$ cat config.mk
export PLATFORM = sky130hd
export DESIGN_NAME = fifo_rd_fwft_stage
export DESIGN_NICKNAME = d
export VERILOG_FILES = /design/src/rtl/fifo_rd_fwft_stage.sv
export SDC_FILE = /design/constraint.sdc
export NUM_CORES = 1
export LEC_CHECK = 0
export BUFFER_PORTS_ARGS = -buffer_cell sky130_fd_sc_hd__buf_2
export CORE_MARGIN = 3
export CORE_UTILIZATION = 50
export CTS_CLUSTER_DIAMETER = 100
export DETAILED_ROUTE_END_ITERATION = 8
export PLACE_DENSITY_LB_ADDON = 0.05
export REMOVE_ABC_BUFFERS = 1
export SLEW_MARGIN = 20
export SYNTH_ARGS = -nofsm -noshare
export SYNTH_HDL_FRONTEND = slang
export SYNTH_SLANG_ARGS = --single-unit
$ cat constraint.sdc
create_clock -name rclk -period 2.1 [get_ports rclk]
set_clock_uncertainty 0.1 [all_clocks]
set_input_delay 0.21 -clock rclk [delete_from_list [all_inputs] [get_ports rclk]]
set_output_delay 0.21 -clock rclk [all_outputs]
set_load 0.02 [all_outputs]
$ cat src/rtl/fifo_rd_fwft_stage.sv
// fifo_rd_fwft_stage: 2-entry first-word-fall-through read stage for an async FIFO.
// Ports: rclk/rrst_n clock+reset; rempty/rdata/rinc to the read side;
//        out_valid/out_data/out_ready/out_count to the consumer.
module fifo_rd_fwft_stage #(
  parameter int DATASIZE = 8
) (
  input  logic                rclk,
  input  logic                rrst_n,
  input  logic                rempty,
  input  logic [DATASIZE-1:0] rdata,
  output logic                rinc,
  output logic                out_valid,
  output logic [DATASIZE-1:0] out_data,
  input  logic                out_ready,
  output logic [1:0]          out_count
);

  typedef enum logic [1:0] {
    EMPTY = 2'd0,
    ONE   = 2'd1,
    TWO   = 2'd2
  } state_t;

  state_t              state;
  logic                valid;
  logic [DATASIZE-1:0] head;
  logic [DATASIZE-1:0] tail;
  logic                push;
  logic                pop;

  // rinc looks only at registered state, so out_ready never reaches it.
  assign rinc = rrst_n & ~rempty
              & (state != TWO);
  assign push = rinc;
  assign pop  = valid & out_ready;

  always_ff @(posedge rclk or negedge rrst_n) begin
    if (!rrst_n) begin
      state <= EMPTY;
      valid <= 1'b0;
      head  <= '0;
      tail  <= '0;
    end else begin
      unique case (state)
        EMPTY: begin
          if (push) begin
            head  <= rdata;
            state <= ONE;
            valid <= 1'b1;
          end
        end
        ONE: begin
          unique case (1'b1)
            (push & pop): begin
              head <= rdata;
            end
            (push & ~pop): begin
              tail  <= rdata;
              state <= TWO;
            end
            (~push & pop): begin
              state <= EMPTY;
              valid <= 1'b0;
            end
            default: begin
            end
          endcase
        end
        TWO: begin
          if (pop) begin
            head  <= tail;
            state <= ONE;
          end
        end
        default: begin
          state <= EMPTY;
          valid <= 1'b0;
        end
      endcase
    end
  end

  assign out_valid = valid;
  assign out_data  = head;
  assign out_count = state;

endmodule

==> results of run 1 <==
area by class of cell:
type / count / area share
flip-flops and latches: 19 / 0.413
inverters: 4 / 0.0130
clock buffers: 4 / 0.0228
repair buffers: 30 / 0.148
multi-input cells: 42 / 0.377
well taps: 24 / 0.0261
report_power, final:
part	switching, mW	internal [mW]	total [mW]
combinational	0.351	0.379	0.730
sequential	0.110	0.544	0.653
clock	0.108	0.0738	0.182
per-stage QoR:
stage	utilization	hold slack, ps	setup WS (ps)	cell area [um2]
2_1_floorplan	-	-186	0.509	917
3_3_place_gp	0.680	-61.1	236	1110
3_5_place_dp	0.680	-58.3	130	1110
4_1_cts	0.702	46.9	98.9	1140
5_1_grt	0.707	47.0	64.6	1150
6_report	0.707	57.1	161	1150
synthesized netlist by cell type:
master | count | area share
a21oi_1 | 2 | 0.011
nand2_1 | 2 | 0.0081
o211ai_4 | 1 | 0.023
mux2_2 | 24 | 0.29
buf_2 | 1 | 0.0054
ha_1 | 3 | 0.041
o41ai_1 | 1 | 0.0095
dfrtp_1 | 19 | 0.51
clkbuf_1 | 1 | 0.0041
nand2b_1 | 1 | 0.0068
o22ai_1 | 1 | 0.0068
nand3b_1 | 3 | 0.024
nor3b_1 | 1 | 0.0081
o2bb2ai_1 | 1 | 0.0095
or4b_4 | 1 | 0.015
inv_1 | 4 | 0.016
nor2b_1 | 1 | 0.0068
routing by layer:
metal,up-vias,share of wire,global-route usage
met5,-,0,0
met4,0,0.0082,0.0711
met3,2,0.039,0.0367
met2,13,0.49,0.276
met1,320,0.46,0.196
li1,306,-,-
kinds of logic (layout without fill, tap and decap cells):
kind of cell	count (synthesis)	count (layout)	share of synthesized area
and+or+nand+nor	9	9	0.0689
buffers and inverters	6	38	0.0257
adders and majority gates	3	3	0.0405
muxes	24	24	0.292
DFF	19	19	0.514
AOI/OAI and AO/OA	6	6	0.0595
what timing repair did:
item / in CTS / in global routing
resized for setup: 0 / 1
endpoints found under the hold margin: 19 / 0
hold buffers: 1 / 0
setup endpoints to repair: 0 / 8
worst max-delay path: stages:
cell	delay (ps)
dlygate4sd3_1	540
buf_2	190
nand3b_1	130
inv_1	130
ha_1	160
nand3b_1	120
o211ai_4	170
mux2_2	380
flip-flops by register name, indices dropped and copies added, names as in the netlist:
name       flops
out_count      2
out_data       8
out_valid      1
tail           8
worst paths after layout:
path | start | to | slack [ps] | depth (start not counted)
max in group asynchronous | rrst_n | tail[1]$_DFFE_PN0P_ | 1290 | 3
setup / recovery | rrst_n | out_data[6]$_DFFE_PN0P_ | 160 | 8
hold reg to reg | tail[5]$_DFFE_PN0P_ | tail[5]$_DFFE_PN0P_ | 410 | 1
hold / removal | rdata[2] | tail[2]$_DFFE_PN0P_ | 60 | 2
min in group asynchronous | rrst_n | out_valid$_DFFE_PN0P_ | 180 | 2
setup reg to reg | out_count[0]$_DFFE_PN0P_ | out_data[6]$_DFFE_PN0P_ | 180 | 7
==> flow_summary.json, run 1 <==
{
  "worst_pin_slew_ps": 310,
  "synth.avg_cell_area_um2": 13.8,
  "cts_buffers": 3,
  "finalWirelength_um": 1700,
  "criticalPathCategory": "in2reg",
  "postSynthCellCount": 67,
  "rsz0062_at_grt": "no",
  "track_usage": 0.163,
  "core_um2": 1630,
  "dp_hpwl_um": 1300,
  "p_total_mw": 1.57,
  "setup_tns_ps": 0,
  "vias_per_cell": 5.21,
  "wl_per_cell_um": 13.8,
  "cts_tree": "done",
  "fmax_mhz": 516,
  "drt_iter0_markers": 1,
  "regArea_um2": 475,
  "num-nets-final": 115,
  "grt_pass1_wl_um": 3010,
  "syn_to_final_growth_pct": 24.3,
  "min_period_ps": 1940,
  "crit_path_start_kind": "input port",
  "cp-end-kind": "flip-flop",
  "fin_cells": 123,
  "clk_path_buf_depth": 2,
  "drive_gt1_frac": 0.596,
  "final_hold_viol_count": 0,
  "vdd_ir_drop_max_v": 0.000809,
  "synth-warning-count": 0,
  "crit_path_max_fanout": 8,
  "die-area_um2": 2400,
  "layout.cells.most_common": "mux2_2",
  "core.rowCount": 14,
  "clk_pin_slew_worst_paths_ps": 100,
  "die_h_um": 49.0,
  "synth_seq_cells": 19,
  "final_cell_mix": "mux2_2 (24), buf_2 (23), dfrtp_1 (19), buf_4 (6), inv_1 (4)",
  "grt_pass1_vias": 669,
  "min_path_type": "in2reg",
  "die_x_um": 49.0,
  "io_buffer_count": 23,
  "initial_core_util": 0.568,
  "clock-sinks": 19,
  "drc_errors": 0,
  "p_leak_nw": 0.550,
  "setup_viol": 0,
  "antenna_found_initial": 0,
  "antennaDiodeCount": 0,
  "postRouteAntennaNets": 0,
  "postCtsSetupRepairBufs": 0,
  "cts_root_buf": "clkbuf_4",
  "multiInputGateArea_um2": 434,
  "gp_congestion": 0.742,
  "relSlewSlack": 0.792,
  "grt_max_degree": 17,
  "synth-seq-area-share": 0.514,
  "status": "completed",
  "yosysUniqueCellTypes": 17,
  "dr.pass1.iters": 3,
  "dpl.cell_count": 118,
  "clock_latency_ps": 290,
  "power_density_nw_per_um2": 1360,
  "timing.final.max_slew_violations": 0,
  "fillers": 125,
  "pin_count": 24,
  "syn_area_um2": 926,
  "grt_overflow": 0,
  "htreeDepth": 1,
  "min_period_over_period": 0.923,
  "worst_ep_arrival_time_ps": 2020,
  "required_ps": 2180,
  "num_vias": 641,
  "drv_cap": 0
}
No activity file was read; power rests on OpenSTA's default activity.
==> inputs of run 2 (changes only) <==
- CORE_UTILIZATION: 50 -> 45
==> run 2 against run 1 <==
Sequential cell count unchanged. Non-clock buffer count fell by 1. Total power is 1.3% lower. Sequential power is 1% higher. Hold slack better by 8.7 ps. Final cell count unchanged. Via count down 4.5%. Register-to-register slack better by 40 ps. Fmax grew 2.8%. Die area rose by 9.7%. First-iteration DRC count increased to 6.0 times the previous value. Largest power group unchanged.
==> flow_summary.json, run 2 (synthesized netlist as in run 1, its figures left out) <==
{
  "status": "completed",
  "antennaDiodeCount": 0,
  "grt_overflow": 0,
  "pin_count": 24,
  "cts_root_buf": "clkbuf_4",
  "dpl.cell_count": 118,
  "wl_per_cell_um": 12.8,
  "setup_ws_ps": 213,
  "min_path_type": "in2reg",
  "initial_core_util": 0.503,
  "critPathMaxStageDelay_ps": 520,
  "power_density_nw_per_um2": 1350,
  "crit_path_max_fanout": 8,
  "clock-sinks": 19,
  "setup_viol": 0,
  "track_usage": 0.141,
  "grt_max_degree": 17,
  "clock_latency_ps": 280,
  "cts_buffers": 3,
  "io_buffer_count": 23,
  "final_hold_viol_count": 0,
  "antenna_found_initial": 0,
  "vdd_ir_drop_max_v": 0.000757,
  "rsz0062_at_grt": "no",
  "fin_cells": 123,
  "finalWirelength_um": 1580,
  "postCtsSetupRepairBufs": 0,
  "dp_slack_ps": 94.7,
  "criticalPathCategory": "in2reg",
  "crit_top_cell": "nand3b_1",
  "relSlewSlack": 0.787,
  "p_leak_nw": 0.544,
  "postRouteAntennaNets": 0,
  "setup_tns_ps": 0,
  "clk_path_buf_depth": 2,
  "final_cell_mix": "mux2_2 (24), buf_2 (23), dfrtp_1 (18), buf_4 (5), inv_1 (4)",
  "drc_errors": 0,
  "die_h_um": 51.4,
  "dr.pass1.iters": 3,
  "cts_tree": "done",
  "min_period_over_period": 0.898,
  "cp-end-kind": "flip-flop",
  "worst_pin_slew_ps": 317,
  "drv_cap": 0,
  "clk_pin_slew_worst_paths_ps": 100,
  "crit_path_start_kind": "input port",
  "htreeDepth": 1,
  "gp_congestion": 0.829,
  "die_x_um": 51.4,
  "worst_ep_arrival_time_ps": 1960,
  "dp_hpwl_um": 1250,
  "cpMaxStageDelayCell": "dlygate4sd3_1",
  "drive_gt1_frac": 0.602,
  "vias_per_cell": 4.98,
  "fin_hold_ws_ps": 65.7,
  "grt_pass1_vias": 621,
  "required_ps": 2180,
  "grt_pass1_wl_um": 2740,
  "core.rowCount": 15,
  "num_vias": 612,
  "drt_iter0_markers": 6,
  "num-nets-final": 114,
  "core_um2": 1840,
  "cp_cell_sequence": "dlygate4sd3_1 > buf_2 > nand3b_1 > inv_1 > ha_1 > nand3b_1 > o211ai_4 > mux2_2",
  "syn_to_final_growth_pct": 23.8,
  "layout.cells.most_common": "mux2_2",
  "min_period_ps": 1890,
  "die-area_um2": 2640,
  "timing.final.max_slew_violations": 0,
  "fmax_mhz": 530
}
run 2: final timing paths:
| check | end | startpoint | slack (ps) | cells past startpoint |
|---|---|---|---|---|
| setup reg to reg | out_data[3]$_DFFE_PN0P_ | out_count[1]$_DFFE_PN0P_ | 220 | 7 |
| hold / removal | tail[3]$_DFFE_PN0P_ | rdata[3] | 70 | 2 |
| min in group asynchronous | out_count[1]$_DFFE_PN0P_ | rrst_n | 170 | 2 |
| hold reg to reg | out_data[1]$_DFFE_PN0P_ | out_data[1]$_DFFE_PN0P_ | 410 | 1 |
| max in group asynchronous | out_count[0]$_DFFE_PN0P_ | rrst_n | 1300 | 3 |
| setup / recovery | out_data[3]$_DFFE_PN0P_ | rrst_n | 210 | 8 |
run 2: area by class of cell:
| class | count | area [um2] |
|---|---|---|
| tap | 25 | 31.3 |
| inverter | 4 | 15.0 |
| sequential | 19 | 477 |
| fill | 164 | 693 |
| clock buffer | 4 | 26.3 |
| multi-input combinational | 42 | 434 |
| timing repair buffer | 29 | 163 |
run 2: where the power goes:
| group | internal, mW | switching, mW |
|---|---|---|
| Clock | 0.0736 | 0.103 |
| Sequential | 0.546 | 0.114 |
| Combinational | 0.369 | 0.340 |
run 2: what timing repair did:
action	in CTS	in global routing
endpoints found under the hold margin	19	0
gates resized for setup	0	2
hold buffers	1	0
setup endpoints to repair	0	8
run 2: metal layers:
layer  GRT usage  vias to the layer above  wire length [um]
met4      0.0655                        0                17
li1            -                      302                 -
met2       0.206                       13               722
met1       0.201                      295               768
met3      0.0262                        2                69
met5           0                        -                 0
run 2: metrics by stage:
step	power [mW]	area, um2	util
global route	1.66	1150	0.623
finish	1.55	1150	0.623
detailed placement	1.37	1100	0.599
global placement	1.36	1100	0.599
CTS	1.55	1140	0.618
floorplan	1.14	917	-
run 2: worst max-delay path, delay by kind of cell:
kind	cells	cell delay [ps]
buf+inv	3	820
compound gates	1	170
mux	1	380
fa+ha+maj	1	150
simple gates	2	230
==> inputs of run 3 (changes only) <==
- CELL_PAD_IN_SITES_DETAIL_PLACEMENT: unset -> 1
- CELL_PAD_IN_SITES_GLOBAL_PLACEMENT: unset -> 2
- CORE_MARGIN: 3 -> unset
- CORE_UTILIZATION: 45 -> 34
- SLEW_MARGIN: 20 -> 5
==> run 3 against run 2 <==
Hold slack got worse by 20 ps. Sequential power about the same. Utilization fell by 17 points. Clock power rose by 6%. Sequential share of layout area down 0.27 points. First-iteration DRC count down 50%. Critical path depth fell by 1. Combinational power increased by 2%. Non-clock buffer count rose by 1. Critical path type is now reg2reg. Highest routed layer unchanged.
==> flow_summary.json, run 3 (synthesized netlist as in run 1, its figures left out) <==
{
  "syn_to_final_growth_pct": 24.6,
  "power_density_nw_per_um2": 1360,
  "highest_layer": "met4",
  "initial_core_util": 0.367,
  "cp-end-kind": "flip-flop",
  "drive_gt1_frac": 0.606,
  "vias_per_cell": 4.96,
  "core.rowCount": 18,
  "min_period_over_period": 0.906,
  "p_leak_nw": 0.547,
  "dr_wl_met2_um": 901,
  "clock_latency_ps": 300,
  "clock-sinks": 19,
  "critPathLaunch": "out_count[1]$_DFFE_PN0P_",
  "cts_tree": "done",
  "rsz0062_at_grt": "no",
  "worst_ep_arrival_time_ps": 1990,
  "postRouteAntennaNets": 0,
  "io_buffer_count": 23,
  "worst_pin_slew_ps": 355,
  "antennaDiodeCount": 0,
  "grt_pass1_vias": 666,
  "wl_per_cell_um": 14.6,
  "met3WireLength_um": 95,
  "htreeDepth": 1,
  "dp_slack_ps": 160,
  "drc_errors": 0,
  "layout.cells.most_common": "mux2_2",
  "vdd_ir_drop_max_v": 0.000753,
  "fin_hold_ws_ps": 45.9,
  "die-area_um2": 2940,
  "crit_path_start_kind": "flip-flop",
  "track_usage": 0.157,
  "drv_cap": 0,
  "crit_path_max_fanout": 9,
  "finalWirelength_um": 1880,
  "die_x_um": 54.2,
  "clk_pin_slew_worst_paths_ps": 120,
  "min_path_type": "in2reg",
  "final_cell_mix": "mux2_2 (24), buf_2 (23), dfrtp_1 (18), buf_4 (6), inv_1 (4)",
  "dr.pass1.iters": 3,
  "min_period_ps": 1900,
  "relSlewSlack": 0.762,
  "hold_start": "rdata[4]",
  "antenna_found_initial": 0,
  "grt_max_degree": 21,
  "pin_count": 24,
  "criticalPathCategory": "reg2reg",
  "num_vias": 640,
  "grt_pass1_wl_um": 3120,
  "cts_buffers": 3,
  "fmax_mhz": 526,
  "routedLengthMet1_um": 873,
  "num-nets-final": 115,
  "setup_ws_ps": 198,
  "timing.rr.start": "out_count[1]$_DFFE_PN0P_",
  "postCtsSetupRepairBufs": 0,
  "clk_path_buf_depth": 2,
  "required_ps": 2190,
  "grt_overflow": 0,
  "dp_hpwl_um": 1410,
  "setup_tns_ps": 0,
  "gp_congestion": 0.712,
  "status": "completed",
  "core_um2": 2520,
  "timing.final.max_slew_violations": 0,
  "die_h_um": 54.2,
  "cts_root_buf": "clkbuf_4",
  "drt_iter0_markers": 3,
  "final_hold_viol_count": 0,
  "fillers": 280,
  "setup_viol": 0
}
[run 3: per-layer routing]
metal  GRT usage  vias up
met2       0.266       17
li1            -      305
met3      0.0593        2
met5           0        -
met4      0.0256        0
met1       0.189      316
[run 3: worst max-delay path: stages, from the launching register on]
cell	delay [ps]
dfrtp_1	480
nand2b_1	130
nand3b_1	120
inv_1	110
ha_1	160
nand3b_1	120
o211ai_4	180
mux2_2	380
[run 3: final cells by class]
type / instances / area (um2) / share of cell area
flip-flops and latches: 19 / 477 / 0.413
multi-input cells: 42 / 427 / 0.370
repair buffers: 30 / 170 / 0.148
well taps: 30 / 37.5 / 0.0325
clock buffers: 3 / 22.5 / 0.0195
inverters: 4 / 15.0 / 0.0130
clock inverters: 1 / 5.00 / 0.00434
[run 3: final timing paths]
path	to	slack [ps]	cells after the start
min reg2reg	tail[5]$_DFFE_PN0P_	410	1
min in group asynchronous	out_count[0]$_DFFE_PN0P_	320	3
max in group asynchronous	out_count[0]$_DFFE_PN0P_	1350	3
max	out_data[7]$_DFFE_PN0P_	200	7
min	tail[4]$_DFFE_PN0P_	50	2
max reg2reg	out_data[7]$_DFFE_PN0P_	200	7
[run 3: per-stage QoR]
stage               total power [mW]  utilization  cells  cell area (um2)
floorplan                       1.14            -     65              917
global placement                1.37        0.442    124             1110
detailed placement              1.40        0.442    124             1110
CTS                             1.60        0.457    129             1150
global route                    1.70        0.457    129             1150
finish                          1.57        0.457    129             1150
[run 3: report_power, final]
group	total [mW]	internal, mW	switching [mW]
registers	0.658	0.546	0.112
logic	0.726	0.369	0.357
clock network	0.187	0.0709	0.116
total	1.57	0.986	0.586
[run 3: what timing repair did]
item                       CTS  global route
setup endpoints to repair    0             6
hold buffers                 1             0
hold endpoints to repair    19             0
gates resized for setup      0             1
